--- src/rtl/ex_result_buffer.sv ---
// Execute-to-writeback result buffer: two-entry skid FIFO plus combinational forwarding lookup.
// Latency 1 cycle in->out; in_ready depends only on state/flush, so a stall never drops a result.
module ex_result_buffer #(
  parameter int DATA_W = 32,
  parameter int RD_W   = 5
) (
  input  logic              clk,
  input  logic              rst_n,
  input  logic              flush,
  input  logic              in_valid,
  output logic              in_ready,
  input  logic [DATA_W-1:0] in_result,
  input  logic [RD_W-1:0]   in_rd,
  input  logic              in_wen,
  output logic              out_valid,
  input  logic              out_ready,
  output logic [DATA_W-1:0] out_result,
  output logic [RD_W-1:0]   out_rd,
  output logic              out_wen,
  output logic              out_zero,
  input  logic [RD_W-1:0]   lookup_rs,
  output logic              fwd_hit,
  output logic [DATA_W-1:0] fwd_data
);

  typedef enum logic [1:0] {EMPTY = 2'd0, ONE = 2'd1, FULL = 2'd2} state_t;

  state_t state, state_nxt;

  logic [DATA_W-1:0] main_result, skid_result;
  logic [RD_W-1:0]   main_rd, skid_rd;
  logic              main_wen, skid_wen, main_zero, skid_zero;

  logic in_fire, out_fire, cap_wen, cap_zero;
  logic load_main_in, load_main_skid, load_skid;
  logic main_hit, skid_hit;

  assign in_fire  = in_valid && in_ready;
  assign out_fire = out_valid && out_ready;
  assign cap_wen  = in_wen && (in_rd != '0);
  assign cap_zero = (in_result == '0);

  // State register
  always_ff @(posedge clk or negedge rst_n) begin
    if (!rst_n) state <= EMPTY;
    else        state <= state_nxt;
  end

  // Next-state logic; flush overrides every transition
  always_comb begin
    state_nxt = state;
    if (flush) begin
      state_nxt = EMPTY;
    end else begin
      case (state)
        EMPTY: if (in_fire) state_nxt = ONE;
        ONE: begin
          if (in_fire && !out_fire)      state_nxt = FULL;
          else if (!in_fire && out_fire) state_nxt = EMPTY;
        end
        FULL:    if (out_fire) state_nxt = ONE;
        default: state_nxt = EMPTY;
      endcase
    end
  end

  // Output / control logic
  always_comb begin
    in_ready       = (state != FULL) && !flush;
    out_valid      = (state != EMPTY);
    load_main_in   = in_fire && ((state == EMPTY) || ((state == ONE) && out_fire));
    load_skid      = in_fire && (state == ONE) && !out_fire;
    load_main_skid = out_fire && (state == FULL);
  end

  // Entry storage; main zero flag resets to 1 to stay consistent with a zero result
  always_ff @(posedge clk or negedge rst_n) begin
    if (!rst_n) begin
      main_result <= '0;
      main_rd     <= '0;
      main_wen    <= 1'b0;
      main_zero   <= 1'b1;
      skid_result <= '0;
      skid_rd     <= '0;
      skid_wen    <= 1'b0;
      skid_zero   <= 1'b1;
    end else begin
      if (load_main_in) begin
        main_result <= in_result;
        main_rd     <= in_rd;
        main_wen    <= cap_wen;
        main_zero   <= cap_zero;
      end else if (load_main_skid) begin
        main_result <= skid_result;
        main_rd     <= skid_rd;
        main_wen    <= skid_wen;
        main_zero   <= skid_zero;
      end
      if (load_skid) begin
        skid_result <= in_result;
        skid_rd     <= in_rd;
        skid_wen    <= cap_wen;
        skid_zero   <= cap_zero;
      end
    end
  end

  assign out_result = main_result;
  assign out_rd     = main_rd;
  assign out_wen    = main_wen && out_valid;
  assign out_zero   = main_zero;

  // Youngest valid writable match wins; register 0 is never forwarded
  assign skid_hit = (state == FULL) && skid_wen && (skid_rd == lookup_rs) && (lookup_rs != '0);
  assign main_hit = (state != EMPTY) && main_wen && (main_rd == lookup_rs) && (lookup_rs != '0);
  assign fwd_hit  = skid_hit || main_hit;
  assign fwd_data = skid_hit ? skid_result : (main_hit ? main_result : '0);

endmodule

--- config.mk ---
export PLATFORM = sky130hd
export DESIGN_NAME = ex_result_buffer
export DESIGN_NICKNAME = d
export VERILOG_FILES = /design/src/rtl/ex_result_buffer.sv
export SDC_FILE = /design/constraint.sdc
export NUM_CORES = 1
export LEC_CHECK = 0
export ABC_CLOCK_PERIOD_IN_PS = 4700
export BUFFER_PORTS_ARGS = -buffer_cell sky130_fd_sc_hd__buf_2
export CORE_UTILIZATION = 41
export CTS_CLUSTER_DIAMETER = 50
export CTS_CLUSTER_SIZE = 24
export DETAILED_ROUTE_END_ITERATION = 7
export PLACE_DENSITY = 0.65
export SLEW_MARGIN = 15
export SYNTH_ARGS = -nofsm -noshare
export SYNTH_HDL_FRONTEND = slang
export SYNTH_SLANG_ARGS = --single-unit
--- constraint.sdc ---
create_clock -name clk -period 4.7 [get_ports clk]
set_input_delay 1.175 -clock clk [delete_from_list [all_inputs] [get_ports clk]]
set_output_delay 1.175 -clock clk [all_outputs]
set_load 0.05 [all_outputs]
Word-level counts from Yosys, hierarchy flattened
Index checks and enable logic that the tools add are counted.
Word-level totals
  bits in registers: 80
  input bits: 48
  output and inout bits: 74
Cells by class
  equal/unequal tests: 8
  muxes and demuxes: 16
  reduce and logical (&&, ||, !) cells: 29
Operators with widths (count)
  two-way mux 32 bit: 4
  logical NOT 32 bit: 1
  logical AND 1 bit: 17
  equality test 5 bit: 2
  two-way mux 2 bit: 5
  two-way mux 5 bit: 2
  nonzero test 5 bit: 2
  inequality test 3 bit (second input constant): 2
  one-hot mux 2 bit (3 select lines): 1
  two-way mux 1 bit: 4
  inequality test 4 bit (second input constant): 1
  nonzero test 2 bit: 2
  logical NOT 1 bit: 3
  AND reduction 3 bit: 1
  equality test 2 x 1 -> 1 bit (second input constant): 1
  equality test 2 bit (second input constant): 1
  logical NOT 2 bit: 1
  logical OR 1 bit: 2
  inequality test 2 bit (second input constant): 1

Depth between registers and ports, before layout
Gate-level depths: netlist (run 1).
  word-level depth: 9
  mapped depth: 7

Worst setup path after synthesis (run 1)
OpenSTA, ideal clock, no wires.
  path type: input -> output
  start: in lookup_rs[1]
  end: out fwd_data[19]
  data arrival time: 3122 ps
  data required time: 3525 ps
  slack: 403 ps
  cell stages on the path: 5
  buffers on the path: 1
  cells stage by stage: or4_4 or2_4 nand3_4 buf_8 mux2i_1
Between the ends
  word-level cells in the longest chain between the ends: 5
RTL lines
  from (decl): RTL line 21  | input logic [RD_W-1:0] lookup_rs,
  equality test 5 bit: RTL line 115  | assign main_hit = (state != EMPTY) && main_wen && (main_rd == lookup_rs) && (lookup_rs != '0);
  logical AND 1 bit (2 in series): RTL line 115
  two-way mux 32 bit: RTL line 117  | assign fwd_data = skid_hit ? skid_result : (main_hit ? main_result : '0);
  two-way mux 32 bit (*): RTL line 117
  to (decl): RTL line 23  | output logic [DATA_W-1:0] fwd_data
Mark *: on every way between the ends. The rest lies on a longest branch, timed or not.

Worst setup path after layout (run 1)
  start: in lookup_rs[1]
  end: out fwd_data[12]
The elaborated chain is that of the path after synthesis.

==> flow_summary.yaml, run 1 <==
yosys:
  synth_commonest_cells: "dfrtp_1 (78), nand2_1 (78), a22oi_1 (38), mux2_2 (38), and3_1 (33)"
  synth_nets: 432
  synthFlopType: "dfrtp_1"
  synth_top_area_share_pct: 45.9
  ys.warnings.count: 0
  yosys.area.top_type: "dfrtp_1"
  synth_seq_cells: 80
  synthTopCellsByArea: "dfrtp_1 (46%), mux2_4 (10%), mux2_2 (10%), nand2_1 (6.9%), a22oi_1 (6.7%)"
  syn_area_um2: 4260
  synth_edf_count: 0
  syn_inst: 384
  ys_types: 38
  post_synth.cell_area_avg_um2: 11.1
  async_flop_share_pct: 100
  synth-seq-area-share_pct: 47.1
critical_path:
  worstReg2RegEnd: "skid_result[24]"
  start_kind: "input pin"
  crit_top_cell: "buf_2"
  crit_path_top_delay_cell: "or4_4"
  r2r_setup_slack_ns: 2.29
  cp.depth: 7
  reg2reg_from: "state[1]"
  path_cells: "buf_2 -> or4_4 -> or2_4 -> nand3_4 -> buf_4 -> mux2_4 -> buf_2"
  r2r.worst_path.cells: 3
  cp-startpoint: "lookup_rs[1]"
  crit_path_end_kind: "output pin"
  arrival_ns: 3.07
  critical_path_class: "input pin to output pin"
  crit_path_max_incr_delay_ns: 0.55
  required_ns: 3.52
  critPathMaxFanout: 19
  cpLargestDelayFamily: "simple AND/OR/NAND/NOR gates"
  path_buf_inv: 3
  crit_end: "fwd_data[12]"
sta:
  period_needed_ns: 4.25
  setup_violations: 0
  drv_slew: 0
  hold_slack_ns: 0.488
  grt_setup_unrepaired: "no"
  finalHoldViolations: 0
  tns_ns: 0
  finalCritPeriodShare_pct: 90.3
  skew_ns: 0.00848
  max_freq_ghz: 0.236
  worst_slew_pin_slew_ns: 1.06
  relSlewSlack_pct: 29.2
floorplanning:
  die_area_um2: 10800
  io_pins: 122
  start_util_pct: 43.0
  num_rows: 36
  design.core.area_um2: 9910
  die_height_um: 104
  die_w_um: 104
route:
  ant_nets: 0
  wl_per_cell_um: 17.4
  drt_iter0_drc: 149
  routed-wl-met3_um: 528
  top_layer: "met4"
  vias: 3357
  first_pass_iters: 4
  post-route-drc-count: 0
  wl_met1_um: 5110
  drt_wl_total_um: 10900
  wl_met2_um: 5150
  routed_via_density: 5.33
power:
  vdd_drop_max_v: 0.000176
  p_leak_uw: 0.00280
  power_density_nw_per_um2: 383
clock_network:
  cts_tree: "done"
  ctsHoldBuffers: 0
  cts_made_buffers: 9
  cts_buffer_depth: 2
  postCtsSetupBuffers: 0
  cts_resized: 0
  cts_max_level: 3
  clkSlewWorstSetupHoldPaths_ns: 0.07
  worst_skew_pair.late_latency_ns: 0.34
  cts.sinks: 80
  root_buffer: "clkbuf_8"
placed_design:
  port_buffers: 121
  hpwl_um: 7200
  place_congestion: 0.768
outcome:
  status: "finished, final reports clean"
hold_path:
  hold_class: "flip-flop to flip-flop"
layout:
  final_nets: 542
  diodes: 0
  synthToLayoutAreaGrowth_pct: 19.7
  final_util_pct: 51.4
  drive_gt1_share_pct: 44.3
global_routing:
  grt_pass1_vias: 3257
  overflow: 0
  antenna_found_initial: 0
  grt.total_usage_pct: 20.6
  grt_max_degree: 81
  grt_pass1_wl_um: 17400
run:
  cap_violations: 0
worst min path at each step:
stage	cells after the start	slack, ns	from	endpoint
after floorplan	2	0.46	skid_wen	skid_wen
after global placement	2	0.47	out_result[22]	out_result[22]
after detailed placement	2	0.47	out_result[12]	out_result[12]
after CTS	2	0.49	out_result[12]	out_result[12]
after global routing	2	0.50	out_result[16]	out_result[16]
final	2	0.49	out_result[12]	out_result[12]
power breakdown:
part | internal [uW] | switching, uW | leakage [uW]
Combinational | 181 | 375 | 0.00173
Clock | 198 | 242 | 0.0000838
Sequential | 839 | 118 | 0.000985
Total | 1220 | 735 | 0.00280
cells in the final DEF, fill, tap and decap left out, drive strengths merged, types with 4 or more instances in the layout:
cell type / n
buf: 126
dfrtp: 78
nand2: 78
mux2: 67
a22oi: 38
and3: 33
clkbuf: 10
nor4: 10
xor2: 8
mux2i: 5
inv: 4
nor2: 4
nand3: 4
stage by stage:
step / worst slack, ns / total power (uW) / std cells / instance area (um2)
2_1_floorplan: 0.403 / 1350 / 384 / 4260
3_3_place_gp: 0.486 / 1510 / 616 / 4930
3_5_place_dp: 0.455 / 1530 / 616 / 4930
4_1_cts: 0.454 / 1970 / 630 / 5090
5_1_grt: 0.365 / 2060 / 630 / 5090
6_report: 0.454 / 1950 / 630 / 5090
routing by layer:
layer	vias up	GRT usage [%]
met4	0	6.63
li1	1580	-
met3	12	4.82
met1	1676	27.8
met5	-	0
met2	89	32.6
area by class of cell:
type	count	area, um2
fillers	944	4810
multi-input cells	273	2100
flip-flops and latches	80	2000
repair buffers	126	646
well taps	133	166
clock buffers	10	138
clock inverters	4	22.5
inverters	4	15.0
tightest hold or removal path: stages (launching register included):
cell,delay (ns)
dfrtp_1,0.35
nand2_1,0.05
nand2_1,0.05
state kept, by name, indices dropped and copies added, names as in the netlist:
| signal | count |
|---|---|
| out_result | 32 |
| main_wen | 1 |
| skid_zero | 1 |
| skid_wen | 1 |
| state | 2 |
| skid_rd | 5 |
| out_zero | 1 |
| out_rd | 5 |
| skid_result | 32 |
cells by family (layout without fill, tap and decap cells):
logic type             after synthesis  count (layout)  share of synthesized area [%]
AO/OA/AOI/OAI                       48              48                           8.38
XOR/XNOR                            10              10                           2.06
buffers and inverters               31             144                           4.09
flip-flops                          80              80                           47.1
multiplexers                        72              72                           21.5
AND/OR/NAND/NOR                    143             143                           16.9
(Power assumes the default switching activity.)
==> run 2, diff against run 1 <==
--- a/config.mk
+++ b/config.mk
@@ -6,12 +6,11 @@
 export NUM_CORES = 1
 export LEC_CHECK = 0
 export ABC_CLOCK_PERIOD_IN_PS = 4700
-export BUFFER_PORTS_ARGS = -buffer_cell sky130_fd_sc_hd__buf_2
 export CORE_UTILIZATION = 41
 export CTS_CLUSTER_DIAMETER = 50
 export CTS_CLUSTER_SIZE = 24
 export DETAILED_ROUTE_END_ITERATION = 7
-export PLACE_DENSITY = 0.65
+export DONT_BUFFER_PORTS = 1
 export SLEW_MARGIN = 15
 export SYNTH_ARGS = -nofsm -noshare
 export SYNTH_HDL_FRONTEND = slang
==> run 2 against run 1 <==
  * Count of clock-buffer cells in the layout grew 1
  * Routed wire length shrank 2.3%
  * Design area shrank 10%
  * Register-to-register slack is essentially flat
  * Non-clock buffer count shrank 119
  * Clock skew grew 0.0047 ns
  * Combinational power shrank 55%
  * Largest cell class unchanged
==> flow_summary.yaml, run 2 (same netlist as run 1, synthesis figures left out) <==
outcome:
  status: "finished, final reports clean"
floorplanning:
  num_rows: 36
  io_pins: 122
  die_w_um: 104
  start_util_pct: 43.0
  die_height_um: 104
  die_area_um2: 10800
  design.core.area_um2: 9910
power:
  pwr-share-clk_pct: 28.2
  p_sw_uw: 705
  switching_share_pct: 35.8
  p_leak_uw: 0.00228
  power_density_nw_per_um2: 431
  power_uw: 1970
  power_frac_comb_pct: 12.7
  internal-power_uw: 1260
  power_frac_seq_pct: 59.1
  vdd_drop_max_v: 0.000170
clock_network:
  cts_max_level: 3
  cts_resized: 0
  worst_skew_pair.late_latency_ns: 0.35
  cts_made_buffers: 9
  cts_buffer_depth: 2
  root_buffer: "clkbuf_8"
  cts.sinks: 80
  postCtsSetupBuffers: 0
  cts_tree: "done"
  ctsHoldBuffers: 0
  clkSlewWorstSetupHoldPaths_ns: 0.08
global_routing:
  grt_pass1_wl_um: 17500
  antenna_found_initial: 0
  grt.total_usage_pct: 20.7
  overflow: 0
  grt_pass1_vias: 3042
  grt_max_degree: 81
sta:
  worst_slew_pin_slew_ns: 1.04
  relSlewSlack_pct: 30.7
  finalHoldViolations: 0
  setup_violations: 0
  finalCritPeriodShare_pct: 88.4
  period_needed_ns: 4.15
  grt_setup_unrepaired: "no"
  max_freq_ghz: 0.241
  skew_ns: 0.0132
  fin_ws_ns: 0.545
  drv_slew: 0
  tns_ns: 0
route:
  wl_per_cell_um: 20.8
  ant_nets: 0
  first_pass_iters: 4
  routed_via_density: 5.72
  drt_iter0_drc: 100
  post-route-drc-count: 0
  vias: 2932
  drt_wl_total_um: 10700
layout:
  layout_common_cells: "dfrtp_1 (78), nand2_1 (77), mux2_2 (38), a22oi_1 (38), and3_1 (33)"
  finalInstanceArea_um2: 4570
  synthToLayoutAreaGrowth_pct: 7.29
  final_nets: 423
  drive_gt1_share_pct: 26.6
  layout_commonest_cell: "dfrtp_1"
  diodes: 0
placed_design:
  pre_cts_ws_ns: 0.532
  port_buffers: 0
  place_congestion: 0.802
  placed_area_um2: 4350
  hpwl_um: 7020
critical_path:
  crit_path_end_kind: "output pin"
  start_kind: "input pin"
  critical_path_class: "input pin to output pin"
  arrival_ns: 2.98
  crit_path_top_delay_cell: "or4_4"
  crit_path_max_incr_delay_ns: 0.53
  required_ns: 3.52
  critPathMaxFanout: 21
  r2r.worst_path.cells: 5
  path_cells: "or4_4 -> or2_4 -> nand3_4 -> buf_12 -> mux2_4"
run:
  cap_violations: 0
hold_path:
  hold_class: "flip-flop to flip-flop"
  whs_path_depth: 2
-- run 2: changes by cell type in the layout (fill, tap and decap cells not counted), sizes merged --
| cell | previous run | this run |
|---|---|---|
| bufinv | 0 | 2 |
| clkbuf | 10 | 11 |
| buf | 126 | 7 |
| clkinv | 3 | 2 |
-- run 2: worst max-delay path: cells and delay by family --
kind	cells	cell delay [ns]
buffers and inverters	1	0.23
muxes	1	0.39
and+or+nand+nor	3	1.17
-- run 2: power groups by stage --
stage	combinational (uW)	sequential (uW)	clock [uW]
3_5_place_dp	253	1180	0
4_1_cts	253	1160	571
6_report	250	1160	555
3_3_place_gp	244	1170	0
2_1_floorplan	215	1130	0
5_1_grt	280	1190	601
-- run 2: worst paths after layout --
| check | start | end | slack [ns] |
|---|---|---|---|
| worst max-delay path | lookup_rs[1] | fwd_data[15] | 0.55 |
| worst min-delay path | skid_wen | skid_wen | 0.51 |
| worst max register to register | state[0] | main_wen | 2.30 |
| worst min register to register | skid_wen | skid_wen | 0.51 |
| max in group asynchronous | rst_n | skid_zero | 3.99 |
| min in group asynchronous | rst_n | out_result[13] | 0.52 |
-- run 2: metrics by stage --
step	hold slack [ns]	std cells	utilization, %
floorplan	0.464	384	-
detailed placement	0.496	497	43.9
finish	0.514	513	46.1
CTS	0.492	513	46.1
global route	0.489	513	46.1
global placement	0.484	497	43.9
-- run 2: final cells by class --
type | instances | area [um2]
fill | 935 | 5340
inverter | 4 | 15.0
clock buffer | 11 | 131
clock inverter | 5 | 81.3
sequential | 80 | 2000
timing repair buffer | 7 | 65.1
tap | 133 | 166
multi-input combinational | 273 | 2100
-- run 2: layer usage --
layer	up-vias	track usage (%)	wire length, um
li1	1352	-	-
met1	1465	29.1	5020
met2	105	30.6	4750
met3	10	6.08	818
met4	0	6.84	106
met5	-	0	0
